[config.mk]
export PLATFORM = sky130hd
export DESIGN_NAME = step_arbiter
export DESIGN_NICKNAME = d
export VERILOG_FILES = /design/src/rtl/step_arbiter.sv
export SDC_FILE = /design/constraint.sdc
export NUM_CORES = 1
export LEC_CHECK = 0
export CAP_MARGIN = 20
export CORE_MARGIN = 1.5
export CORE_UTILIZATION = 30
export CTS_BUF_LIST = sky130_fd_sc_hd__clkbuf_8
export DETAILED_ROUTE_END_ITERATION = 8
export PLACE_DENSITY = 0.62
export SLEW_MARGIN = 10
export SYNTH_ARGS = -nofsm -noshare
export SYNTH_HDL_FRONTEND = slang
export SYNTH_SLANG_ARGS = --single-unit
[constraint.sdc]
create_clock -name clk -period 4.1 [get_ports clk]
set_input_delay 0.82 -clock clk [delete_from_list [all_inputs] [get_ports clk]]
set_output_delay 0.82 -clock clk [all_outputs]
set_load 0.01 [all_outputs]
[src/rtl/step_arbiter.sv]
// ---------------------------------------------------------------------------
// step_arbiter
//
// Schedules steps for the shared counter bank of the display datapath
// (up counter, down counter and the sum register that adds them).
//
// Three requesters compete for one counter step per cycle:
//   0 = up   (req_up key-edge pulse)
//   1 = dn   (req_dn key-edge pulse)
//   2 = auto (prescaler tick, only honoured while in AUTO mode)
// Each requester can hold one pending request. Grants are issued
// round-robin. Every step is followed one cycle later by a sum_load strobe,
// so the sum register always captures a settled counter pair.
//
// Handshake: there is no backpressure. A request is a single-cycle pulse.
// It is either granted that cycle, or parked in the requester's pending
// flag. If a new pulse arrives while that flag is already set and the
// requester is not granted, the pulse is lost and drop_cnt counts it.
//
// Parameters:
//   DROP_W    width of the saturating dropped-request counter
//
// Ports:
//   clk       system clock
//   rst       asynchronous active-high reset
//   req_up    one-cycle request for an up-counter step
//   req_dn    one-cycle request for a down-counter step
//   mode_tgl  one-cycle pulse that toggles MANUAL/AUTO
//   tick      one-cycle prescaler pulse, the auto-step source in AUTO
//   up_en     registered one-cycle enable to the up counter
//   dn_en     registered one-cycle enable to the down counter
//   sum_load  registered one-cycle load strobe for the sum register
//   auto_on   high while in AUTO (also exposes the mode FSM state)
//   busy      high while any pending flag is set
//   drop_cnt  saturating count of lost requests
// ---------------------------------------------------------------------------
module step_arbiter #(
    parameter int DROP_W = 8
) (
    input  logic              clk,
    input  logic              rst,
    input  logic              req_up,
    input  logic              req_dn,
    input  logic              mode_tgl,
    input  logic              tick,
    output logic              up_en,
    output logic              dn_en,
    output logic              sum_load,
    output logic              auto_on,
    output logic              busy,
    output logic [DROP_W-1:0] drop_cnt
);

    typedef enum logic {
        MANUAL = 1'b0,
        AUTO   = 1'b1
    } mode_t;

    localparam logic [DROP_W+1:0] DROP_MAX = {2'b00, {DROP_W{1'b1}}};

    mode_t             state_q, state_d;
    logic [2:0]        pend_q, pend_d;
    logic [1:0]        rr_q, rr_d;
    logic              auto_dir_q, auto_dir_d;
    logic              up_en_q, up_en_d;
    logic              dn_en_q, dn_en_d;
    logic              sum_load_q, sum_load_d;
    logic [DROP_W-1:0] drop_q, drop_d;

    logic [2:0]        new_req;
    logic [2:0]        eff_req;
    logic [2:0]        grant;
    logic [2:0]        dropped;
    logic [1:0]        drop_n;
    logic [DROP_W+1:0] drop_sum;

    // ------------------------------------------------------------------
    // Request collection. The tick only counts while the current state is
    // AUTO. A mode_tgl in the same cycle does not change that decision.
    // ------------------------------------------------------------------
    always_comb begin
        new_req    = 3'b000;
        new_req[0] = req_up;
        new_req[1] = req_dn;
        new_req[2] = tick & (state_q == AUTO);
        eff_req    = pend_q | new_req;
    end

    // ------------------------------------------------------------------
    // Round-robin grant. The search starts at rr_q and wraps around. At
    // most one grant is issued.
    // ------------------------------------------------------------------
    always_comb begin
        grant = 3'b000;
        case (rr_q)
            2'd0: begin
                if (eff_req[0])      grant = 3'b001;
                else if (eff_req[1]) grant = 3'b010;
                else if (eff_req[2]) grant = 3'b100;
            end
            2'd1: begin
                if (eff_req[1])      grant = 3'b010;
                else if (eff_req[2]) grant = 3'b100;
                else if (eff_req[0]) grant = 3'b001;
            end
            default: begin
                if (eff_req[2])      grant = 3'b100;
                else if (eff_req[0]) grant = 3'b001;
                else if (eff_req[1]) grant = 3'b010;
            end
        endcase
    end

    // Pointer moves just past the winner. It holds when nobody is granted.
    always_comb begin
        rr_d = rr_q;
        if (grant[0])      rr_d = 2'd1;
        else if (grant[1]) rr_d = 2'd2;
        else if (grant[2]) rr_d = 2'd0;
    end

    // ------------------------------------------------------------------
    // Mode FSM: MANUAL <-> AUTO on each mode_tgl pulse.
    // ------------------------------------------------------------------
    always_comb begin
        state_d = state_q;
        if (mode_tgl) begin
            state_d = (state_q == AUTO) ? MANUAL : AUTO;
        end
    end

    // ------------------------------------------------------------------
    // Pending flags and drop detection.
    //
    // A granted requester keeps its flag only if a fresh pulse arrived
    // alongside an already-pending one. That fresh pulse becomes the next
    // pending request.
    //
    // Leaving AUTO discards the parked auto request. A grant made in the
    // same cycle still issues its enable.
    // ------------------------------------------------------------------
    always_comb begin
        pend_d = 3'b000;
        for (int i = 0; i < 3; i++) begin
            if (grant[i]) begin
                pend_d[i] = pend_q[i] & new_req[i];
            end else begin
                pend_d[i] = eff_req[i];
            end
        end
        if (mode_tgl && (state_q == AUTO)) begin
            pend_d[2] = 1'b0;
        end
    end

    always_comb begin
        dropped  = ~grant & pend_q & new_req;
        drop_n   = {1'b0, dropped[0]} + {1'b0, dropped[1]} + {1'b0, dropped[2]};
        drop_sum = {2'b00, drop_q} + {{DROP_W{1'b0}}, drop_n};
        drop_d   = drop_q;
        if (drop_sum > DROP_MAX) begin
            drop_d = {DROP_W{1'b1}};
        end else begin
            drop_d = drop_sum[DROP_W-1:0];
        end
    end

    // ------------------------------------------------------------------
    // Step outputs. An auto step alternates between the up and down
    // counters. auto_dir survives mode changes, so re-entering AUTO resumes
    // the alternation where it stopped.
    // ------------------------------------------------------------------
    always_comb begin
        up_en_d    = grant[0] | (grant[2] & ~auto_dir_q);
        dn_en_d    = grant[1] | (grant[2] &  auto_dir_q);
        auto_dir_d = auto_dir_q ^ grant[2];
        // The counters update on the cycle that the enable is high. The sum
        // register therefore loads one cycle after that.
        sum_load_d = up_en_q | dn_en_q;
    end

    // ------------------------------------------------------------------
    // State registers.
    // ------------------------------------------------------------------
    always_ff @(posedge clk or posedge rst) begin
        if (rst) begin
            state_q    <= MANUAL;
            pend_q     <= 3'b000;
            rr_q       <= 2'd0;
            auto_dir_q <= 1'b0;
            up_en_q    <= 1'b0;
            dn_en_q    <= 1'b0;
            sum_load_q <= 1'b0;
            drop_q     <= '0;
        end else begin
            state_q    <= state_d;
            pend_q     <= pend_d;
            rr_q       <= rr_d;
            auto_dir_q <= auto_dir_d;
            up_en_q    <= up_en_d;
            dn_en_q    <= dn_en_d;
            sum_load_q <= sum_load_d;
            drop_q     <= drop_d;
        end
    end

    assign up_en    = up_en_q;
    assign dn_en    = dn_en_q;
    assign sum_load = sum_load_q;
    assign auto_on  = (state_q == AUTO);
    assign busy     = |pend_q;
    assign drop_cnt = drop_q;

endmodule

==> summary.md <==
| Metric | Value |
|---|---|
| Hold_sp | up_en |
| Hold_buf cts | 0 |
| Outcome | completed |
| Die X | ~60 um |
| Vias in the first global route | approximately 800 |
| Pins Over Slew Limit | 0 |
| I/O pins | 19 |
| Pwr/cell area | 710 mW/mm^2 |
| Reg2reg path depth | 11 |
| Final wirelength | 1.87 mm |
| Synth top area share | about 47% |
| Final layout net count | ~130 |
| Final Wtd Congestion | 0.814 |
| Die Y | approximately 60 um |
| Post-CTS sizing | 0 |
| Vias per cell | ~4.8 |
| Clk slew on worst S/H paths | around 0.07 ns |
| Crit share post-route | 88.7% |
| Final setup viols | 0 |
| Die ar. | 0.00356 sq mm |
| Crit end category | register |
| Site Rows | 20 |
| Placed Area | 0.00120 sq mm |
| Core area | 0.00305 sq mm |
| Crit-path max cell delay | approximately 0.53 ns |
| R2R Path Start | rr_q[0] |
| Count leader, synth | dfrtp_1 |
| GR Overflow Total | 0 |
| Area growth, synth to finish | 30.4% |
| Yosys warns | 0 |
| Final critical-path required period | 3.64 ns |
| Bufs on Longest Clock Path | 2 |
| Fin. Hold Viols | 0 |
| Largest net degree at the start of global routing | 19 |
| First-pass DRT Iterations | 4 |
| Peak VDD IR | 371 uV |
| Antenna viol nets, final | 0 |
| Routed WL per cell | 11.7 um |
| EDFF count, synth | 0 |
| Post-synth top cells | 18 x dfrtp_1, 12 x inv_1, 7 x nand2_1 |
| Post-Synthesis Cells | 94 |
| ANT cells | 0 |
| Setup CP Type | in2reg |
| Final instance area | 0.00125 sq mm |
| Worst Setup Start Kind | input pin |
| HP Class | reg2reg |
| Initial drt markers | 43 |
| Share of post-route cells with drive strength above 1 | 12.9% |
| Critical Path RT | 4.24 ns |
| Setup TNS | 0 ns |
| Peak Freq | between 200 and 300 MHz |
| Family with the most delay on the worst path | adder cells |
| Crit Path Max Fanout | 4 |
| Worst-margin pin slew | slightly above 0.7 ns |
| First-pass GRT wire length | 3.31 mm |
| Hold Path Sink | sum_load |
| Avg Cell Area, Syn | 10.2 sq um |
| CTS Buf Count | 3 |
| Via Count | approximately 770 |
| Sequential fraction of the synthesis area | 46.8% |
| Area leader, netlist | dfrtp_1 |
| Slowest CP cell | clkdlybuf4s50_1 |
| Ys async rst share | 100% |
| GRT Total Usage | between 10% and 20% |
| TritonCTS clock tree | done |
| Seq cells post-synth | 18 |
| Worst-skew pair later-pin latency | 0.26 ns |
| Worst flop-to-flop path endpoint | drop_cnt[6] |
| Leak | 0.000562 uW |
| Initial cell density of the core | 31.5% |
| Maxcap violations | 0 |
| # Post-CTS Setup Buffers | 0 |
| Post-synthesis cell area | 962 sq um |
| R2R Setup Slk | 1.10 ns |
| Root buffer cell | clkbuf_8 |
| Max Clock Skew | 0.00433 ns |
| Data arrival, critical path | 3.78 ns |
| Top_reg_cell synth | dfrtp_1 |
| Synth area leaders | dfrtp_1 47%, ha_1 5.2%, inv_1 4.7% |
| Relative max-transition margin | ~53% |
| DP Wirelength | 1.41 mm |
| Remaining DRCs | 0 |
| Yosys cell types | 31 |
| Crit path buf inv count | 3 |
| Initial antenna violation count | 0 |
| CP Cell Sequence | clkdlybuf4s50_1, o21bai_1, a21oi_1, nand4_1, fa_1, inv_1, ha_1, inv_1, fa_1, and3b_1, and3_4, mux2_4 |
| Syn_nets | 106 |
| Port-buffer cells | 18 |
| Unrepaired setup endpoints after global routing | no |
| H-tree depth | 1 |
| Hold Path Stages | 1 |
| Clock sinks | 18 |
power breakdown:
group / internal, uW / switching (uW) / leakage, uW
Combinational: 213 / 189 / 0.000312
Sequential: 257 / 84.3 / 0.000222
Clock: 85.5 / 63.1 / 0.0000288
worst max path at each step:
stage / startpoint / end / slack, ns / cells past startpoint
floorplan: req_up / drop_cnt[6] / 0.89 / 11
CTS: req_up / drop_cnt[6] / 0.44 / 12
global placement: req_up / drop_cnt[6] / 0.21 / 12
finish: req_up / drop_cnt[6] / 0.46 / 12
global route: req_up / drop_cnt[6] / 0.26 / 12
detailed placement: req_up / drop_cnt[6] / 0.19 / 12
registers in the layout, indices dropped and copies added, names as in the netlist:
register,flops
sum_load,1
pend_q,3
auto_dir_q,1
up_en,1
drop_cnt,8
rr_q,2
dn_en,1
auto_on,1
routing by layer:
layer,track usage [%],up-vias,share of wire [%]
li1,-,367,-
met5,0,-,0
met1,16.1,377,46
met4,5.40,0,1.7
met3,4.15,5,5.0
met2,19.5,17,47
placed cells by master (no fill, tap or decap), types with 2 or more instances in the layout:
| cell | n |
|---|---|
| dfrtp_1 | 18 |
| clkdlybuf4s50_1 | 18 |
| inv_1 | 12 |
| nand2_1 | 7 |
| a21oi_1 | 6 |
| nand3_1 | 6 |
| nor2_1 | 5 |
| o21ai_0 | 4 |
| ha_1 | 4 |
| clkbuf_8 | 4 |
| o21bai_1 | 3 |
| or3_1 | 3 |
| nand2b_1 | 2 |
| xor2_1 | 2 |
| or2_2 | 2 |
| nor3_1 | 2 |
| fa_1 | 2 |
metrics by stage:
| stage | util, % | total power (uW) | std cells | worst slack, ns | hold slack, ns |
|---|---|---|---|---|---|
| floorplan | - | 573 | 94 | 0.890 | 0.486 |
| global placement | 39.3 | 732 | 156 | 0.207 | 0.445 |
| detailed placement | 39.3 | 750 | 156 | 0.188 | 0.447 |
| CTS | 41.1 | 904 | 160 | 0.438 | 0.466 |
| global route | 41.1 | 971 | 160 | 0.264 | 0.496 |
| finish | 41.1 | 891 | 160 | 0.461 | 0.461 |
cell families after synthesis:
logic type | Yosys count | share of synthesized area [%]
adder cells (fa/ha/maj) | 7 | 10.5
AO/OA/AOI/OAI | 20 | 14.6
XOR/XNOR | 2 | 1.82
flip-flops | 18 | 46.8
buffers and inverters | 13 | 5.20
multiplexers | 2 | 2.73
AND/OR/NAND/NOR | 32 | 18.3
area by class of cell:
cell class | count | area, sq um
multi-input combinational | 63 | 462
timing repair buffer | 19 | 188
sequential | 18 | 450
tap | 44 | 55.1
clock buffer | 4 | 55.1
fill | 331 | 1800
inverter | 12 | 45.0
No activity file was read; power rests on OpenSTA's default activity.
